==> src/rtl/wash_panel_input_if.sv <==
// wash_panel_input_if: panel pin levels, controller status and the
// conditioned requests exchanged between the panel front end and its user.
interface wash_panel_input_if;
   logic [1:0] clk_freq;
   logic       coin_btn_raw;
   logic       dbl_btn_raw;
   logic       pause_sw_raw;
   logic [2:0] cur_state;
   logic       wash_done;
   logic       coin_in;
   logic       double_wash;
   logic       timer_pause;
   logic [2:0] credit;

   modport master (
      output clk_freq, coin_btn_raw, dbl_btn_raw, pause_sw_raw,
      output cur_state, wash_done,
      input  coin_in, double_wash, timer_pause, credit
   );

   modport slave (
      input  clk_freq, coin_btn_raw, dbl_btn_raw, pause_sw_raw,
      input  cur_state, wash_done,
      output coin_in, double_wash, timer_pause, credit
   );
endinterface

==> src/rtl/wash_panel_input.sv <==
// wash_panel_input: syncs and debounces coin/double-wash/pause contacts.
// Optional COIN_CREDIT_EN: collect COINS_PER_WASH coins before start pulse.
module wash_panel_input #(
   parameter int DEB_W  = 17,
   parameter int DEB_F1 = 10000,
   parameter int DEB_F2 = 20000,
   parameter int DEB_F3 = 40000,
   parameter int DEB_F4 = 80000
`ifdef COIN_CREDIT_EN
   ,
   parameter int COINS_PER_WASH = 2
`endif
) (
   input logic             clk,
   input logic             rst,
   wash_panel_input_if.slave bus
);

   // bit 0 coin, bit 1 double-wash, bit 2 pause
   logic [2:0]       raw;
   logic [2:0]       s1;
   logic [2:0]       s2;
   logic [2:0]       stable;
   logic [2:0]       stable_d;
   logic [2:0]       rise_q;
   logic [DEB_W-1:0] cnt     [3];
   logic [DEB_W:0]   cnt_inc [3];
   logic [DEB_W:0]   thr;
   logic             wd_d;
   logic             idle;
   logic             wd_rise;
   logic             accept;

   assign raw     = {bus.pause_sw_raw, bus.dbl_btn_raw, bus.coin_btn_raw};
   assign idle    = (bus.cur_state == 3'd0);
   assign wd_rise = bus.wash_done & ~wd_d;
   assign accept  = rise_q[0] & idle & ~bus.wash_done;

   // debounce threshold follows clk_freq every cycle
   always_comb begin
      unique case (bus.clk_freq)
         2'b00: thr = (DEB_W+1)'(DEB_F1);
         2'b01: thr = (DEB_W+1)'(DEB_F2);
         2'b10: thr = (DEB_W+1)'(DEB_F3);
         2'b11: thr = (DEB_W+1)'(DEB_F4);
      endcase
   end

   // widened increment so the threshold compare cannot overflow
   always_comb begin
      for (int i = 0; i < 3; i++)
         cnt_inc[i] = {1'b0, cnt[i]} + (DEB_W+1)'(1);
   end

   // two-flop sync, per-input debounce counter, stable history and rise
   always_ff @(posedge clk) begin
      if (rst) begin
         s1       <= '0;
         s2       <= '0;
         stable   <= '0;
         stable_d <= '0;
         rise_q   <= '0;
         wd_d     <= 1'b0;
         for (int i = 0; i < 3; i++) cnt[i] <= '0;
      end else begin
         s1       <= raw;
         s2       <= s1;
         stable_d <= stable;
         rise_q   <= stable & ~stable_d;
         wd_d     <= bus.wash_done;
         for (int i = 0; i < 3; i++) begin
            if (s2[i] == stable[i]) begin
               cnt[i] <= '0;
            end else if (cnt_inc[i] >= thr) begin
               stable[i] <= s2[i];
               cnt[i]    <= '0;
            end else if (~&cnt[i]) begin
               cnt[i] <= cnt_inc[i][DEB_W-1:0];
            end
         end
      end
   end

`ifdef COIN_CREDIT_EN
   localparam logic [2:0] CPW = 3'(COINS_PER_WASH);

   // registered requests; coins accumulate until a full wash is paid
   always_ff @(posedge clk) begin
      if (rst) begin
         bus.coin_in     <= 1'b0;
         bus.double_wash <= 1'b0;
         bus.timer_pause <= 1'b0;
         bus.credit      <= '0;
      end else begin
         bus.timer_pause <= stable[2] & ~idle;
         if (wd_rise)
            bus.double_wash <= 1'b0;
         else if (rise_q[1] & idle)
            bus.double_wash <= ~bus.double_wash;
         bus.coin_in <= 1'b0;
         if (!idle || wd_rise) begin
            bus.credit <= '0;
         end else if (accept) begin
            if (bus.credit + 3'd1 == CPW) begin
               bus.coin_in <= 1'b1;
               bus.credit  <= '0;
            end else if (bus.credit != 3'd7) begin
               bus.credit <= bus.credit + 3'd1;
            end
         end
      end
   end
`else
   assign bus.credit = '0;

   // registered requests; each accepted coin starts a wash directly
   always_ff @(posedge clk) begin
      if (rst) begin
         bus.coin_in     <= 1'b0;
         bus.double_wash <= 1'b0;
         bus.timer_pause <= 1'b0;
      end else begin
         bus.timer_pause <= stable[2] & ~idle;
         if (wd_rise)
            bus.double_wash <= 1'b0;
         else if (rise_q[1] & idle)
            bus.double_wash <= ~bus.double_wash;
         bus.coin_in <= accept;
      end
   end
`endif

endmodule
==> src/flat_wrapper.sv <==
// flat-port wrapper written by rule: the top's interface ports become plain ports
module wash_panel_input_flat 
#(
   parameter int DEB_W  = 17,
   parameter int DEB_F1 = 10000,
   parameter int DEB_F2 = 20000,
   parameter int DEB_F3 = 40000,
   parameter int DEB_F4 = 80000

)
  (clk, rst, bus_clk_freq, bus_coin_btn_raw, bus_dbl_btn_raw, bus_pause_sw_raw, bus_cur_state, bus_wash_done, bus_coin_in, bus_double_wash, bus_timer_pause, bus_credit);
  wash_panel_input_if bus_i ();
  input logic clk;
  input logic rst;
  input wire logic [$bits(bus_i.clk_freq)-1:0] bus_clk_freq;
  input wire logic [$bits(bus_i.coin_btn_raw)-1:0] bus_coin_btn_raw;
  input wire logic [$bits(bus_i.dbl_btn_raw)-1:0] bus_dbl_btn_raw;
  input wire logic [$bits(bus_i.pause_sw_raw)-1:0] bus_pause_sw_raw;
  input wire logic [$bits(bus_i.cur_state)-1:0] bus_cur_state;
  input wire logic [$bits(bus_i.wash_done)-1:0] bus_wash_done;
  output wire logic [$bits(bus_i.coin_in)-1:0] bus_coin_in;
  output wire logic [$bits(bus_i.double_wash)-1:0] bus_double_wash;
  output wire logic [$bits(bus_i.timer_pause)-1:0] bus_timer_pause;
  output wire logic [$bits(bus_i.credit)-1:0] bus_credit;
  assign bus_i.clk_freq = bus_clk_freq;
  assign bus_i.coin_btn_raw = bus_coin_btn_raw;
  assign bus_i.dbl_btn_raw = bus_dbl_btn_raw;
  assign bus_i.pause_sw_raw = bus_pause_sw_raw;
  assign bus_i.cur_state = bus_cur_state;
  assign bus_i.wash_done = bus_wash_done;
  assign bus_coin_in = bus_i.coin_in;
  assign bus_double_wash = bus_i.double_wash;
  assign bus_timer_pause = bus_i.timer_pause;
  assign bus_credit = bus_i.credit;
  wash_panel_input #(.DEB_W(DEB_W), .DEB_F1(DEB_F1), .DEB_F2(DEB_F2), .DEB_F3(DEB_F3), .DEB_F4(DEB_F4)) u_core (.clk(clk), .rst(rst), .bus(bus_i));
endmodule
==> config.mk <==
export PLATFORM = sky130hd
export DESIGN_NAME = wash_panel_input_flat
export DESIGN_NICKNAME = d
export VERILOG_FILES = /design/src/rtl/wash_panel_input_if.sv /design/src/rtl/wash_panel_input.sv /design/src/flat_wrapper.sv
export SDC_FILE = /design/constraint.sdc
export NUM_CORES = 1
export LEC_CHECK = 0
export CORE_UTILIZATION = 38
export DETAILED_ROUTE_END_ITERATION = 7
export SETUP_SLACK_MARGIN = 0.15
export SYNTH_ARGS = -nofsm -noshare
export SYNTH_HDL_FRONTEND = slang
export SYNTH_SLANG_ARGS = --single-unit
export TNS_END_PERCENT = 5
==> constraint.sdc <==
create_clock -name clk -period 3.9 [get_ports clk]
set_input_delay 0.585 -clock clk [delete_from_list [all_inputs] [get_ports clk]]
set_output_delay 0.585 -clock clk [all_outputs]
set_load 0.02 [all_outputs]
==> impl_metrics.tcl <==
set metrics [dict create \
    syn_inst 422 \
    ys_types 45 \
    status "finished, final reports clean" \
    final_area_um2 4980 \
    hold_class "flip-flop to flip-flop" \
    fin_crit_sh 0.887 \
    drt-initial-drc-count 147 \
    syn2layout_area_growth_pct 15.0 \
    num_rows 38 \
    grt_pass1_vias 3045 \
    holdWs_ps 380 \
    max_freq_mhz 289 \
    yosysSeqAreaShare 0.432 \
    via_per_inst 5.10 \
    place_ws_ps 291 \
    cts_made_buffers 9 \
    powerDensity_nw_per_um2 344 \
    r2r-start "u_core.cnt[2][2]" \
    cts_tree "built" \
    grt_pass1_wl_um 14600 \
    yosysWarningCount 0 \
    wire_per_inst_um 14.6 \
    rsz0062_at_grt "no" \
    cts_root_buffer "clkbuf_16" \
    arrival_ps 3500 \
    cp-start-kind "flip-flop" \
    cts_hold_buf 0 \
    required_ps 3940 \
    end_kind "flip-flop" \
    wirelength_um 8650 \
    cellLeakagePower_nw 2.07 \
    grt_max_degree 18 \
    synthArstFlopShare 0 \
    grt_util_all_layers 0.167 \
    die_area_um2 11800 \
    hold_violations 0 \
    place_inst 574 \
    antenna_found_initial 0 \
    finalMaxSlewViolations 0 \
    final.setup.tns_ps 0 \
    reg2reg_to "u_core.cnt[2][3]" \
    portBuffers 13 \
    clk_latency_ps 340 \
    num_io_pins 17 \
    layout_min_cycle_time_ps 3460 \
    gp_congestion 0.799 \
    ys.flop_type "edfxtp_1" \
    drc 0 \
    synthesis.area_um2 4340 \
    crit_fanout 17 \
    cap_violations 0 \
    instances_no_fill 591 \
    crit_end "u_core.cnt[2][3]" \
    die_y_um 109 \
    hpwlAfterDp_um 6480 \
    worstSetupPathType "flip-flop to flip-flop" \
    drt_pass1_iterations 4 \
    r2r_cells 12 \
    overflow 0 \
    setup_violations 0 \
    ys_ff_latch 68 \
    dieWidth_um 109 \
    cts.sinks 68 \
    peakVddDrop_mv 0.189 \
    crit_path_start "u_core.cnt[2][2]" \
    synth_edf_count 51 \
    avgSynthCellArea_um2 10.3 \
    htreeDepth 3 \
    post-route-util 0.454 \
    initial_core_util 0.395 \
    vias 3016 \
    power_mw 1.72 \
    nets 509 \
    clk_pin_slew_ps 60 \
    setup_slack_ps 442 \
    skew_ps 8.60 \
    dpl-instance-area_um2 4650 \
    synthTopCellsByArea "edfxtp_1 35%, ha_1 15%, dfxtp_1 7.8%" \
    ff2ff_setup_slack_ps 440 \
    cts_max_path_buffers 2 \
    drive_gt1_frac 0.0710 \
    synth_top_cell_area_share 0.353 \
    core_area_um2 11000 \
    ant_nets 0 \
    diodes 0 \
    yosysTopAreaCell "edfxtp_1" \
]
[kinds of logic (layout without fill, tap and decap cells)]
logic type	count (synthesis)	count (layout)	share of synthesized area
AOI/OAI and AO/OA	36	36	0.0525
DFF	68	68	0.432
buffers and inverters	21	48	0.0231
xor gates and xnor gates	45	45	0.0909
and+or+nand+nor	198	198	0.248
other	1	3	0.000865
muxes	1	1	0.00231
adders and majority gates	52	52	0.150
[area by class of cell]
| class | count | area (um^2) |
|---|---|---|
| tap | 140 | 175 |
| timing repair buffer | 21 | 203 |
| clock inverter | 5 | 57.6 |
| multi-input combinational | 335 | 2370 |
| sequential | 68 | 1870 |
| inverter | 11 | 41.3 |
| fill | 1018 | 6000 |
| clock buffer | 11 | 264 |
[flip-flops by register name (all words and copies together), names as in the netlist, 2 cells and up]
register         count
u_core.cnt          51
u_core.rise_q        2
u_core.s1            3
u_core.s2            3
u_core.stable        3
u_core.stable_d      2
[cell usage in the layout (no fill, tap or decap), types with 13 or more instances in the layout]
cell type        instances
and3_1                  13
clkdlybuf4s50_1         13
dfxtp_1                 17
edfxtp_1                51
ha_1                    52
nand2_1                 21
nand3_1                 27
nand4_1                 16
nor2_1                  39
nor2b_1                 50
xnor2_1                 25
xor2_1                  20
[routing by layer]
| layer | GRT usage | up-vias | part of all wire |
|---|---|---|---|
| li1 | - | 1550 | - |
| met1 | 0.214 | 1412 | 0.49 |
| met2 | 0.263 | 36 | 0.46 |
| met3 | 0.0400 | 18 | 0.024 |
| met4 | 0.0792 | 0 | 0.025 |
| met5 | 0 | - | 0 |
[synthesized netlist by cell type, drive strengths merged (2+ instances only)]
cell	number
buf	5
a211oi	2
edfxtp	51
a21boi	2
inv	11
nand3	28
nand2	21
nor3	9
o21ai	7
xor2	20
ha	52
nand2b	7
nor2b	50
and3	13
clkbuf	5
and4	4
dfxtp	17
and2	4
nor2	39
nand4	17
xnor2	25
a21oi	12
a21o	5
or2	2
[critical path, cell delays in order, from the launching register on]
cell	delay, ps
edfxtp_1	420
and4_2	310
nand4_1	140
or2_2	330
nor3_1	160
ha_1	290
ha_1	300
and3_1	170
nand4_1	130
o32a_1	380
and3b_1	220
nand3_1	140
buf_12	170
[power by group]
group	internal [mW]	switching [mW]
logic	0.0318	0.0420
clock network	0.550	0.318
registers	0.772	0.00238
total	1.35	0.362
[worst min path at each step]
| stage | to | start | depth (start not counted) | slack [ps] |
|---|---|---|---|---|
| floorplan | u_core.rise_q[0] | u_core.stable_d[0] | 1 | 370 |
| global placement | u_core.rise_q[1] | u_core.stable_d[1] | 1 | 370 |
| detailed placement | u_core.rise_q[1] | u_core.stable_d[1] | 1 | 370 |
| CTS | u_core.rise_q[1] | u_core.stable_d[1] | 1 | 380 |
| global route | u_core.rise_q[1] | u_core.stable_d[1] | 1 | 390 |
| finish | u_core.rise_q[1] | u_core.stable_d[1] | 1 | 380 |
[timing repair]
action,in CTS,in global routing
buffers inserted,0,1
setup endpoints to repair,0,17
gates resized for setup,0,1
Note: power is estimated with default switching activity, not from simulation.
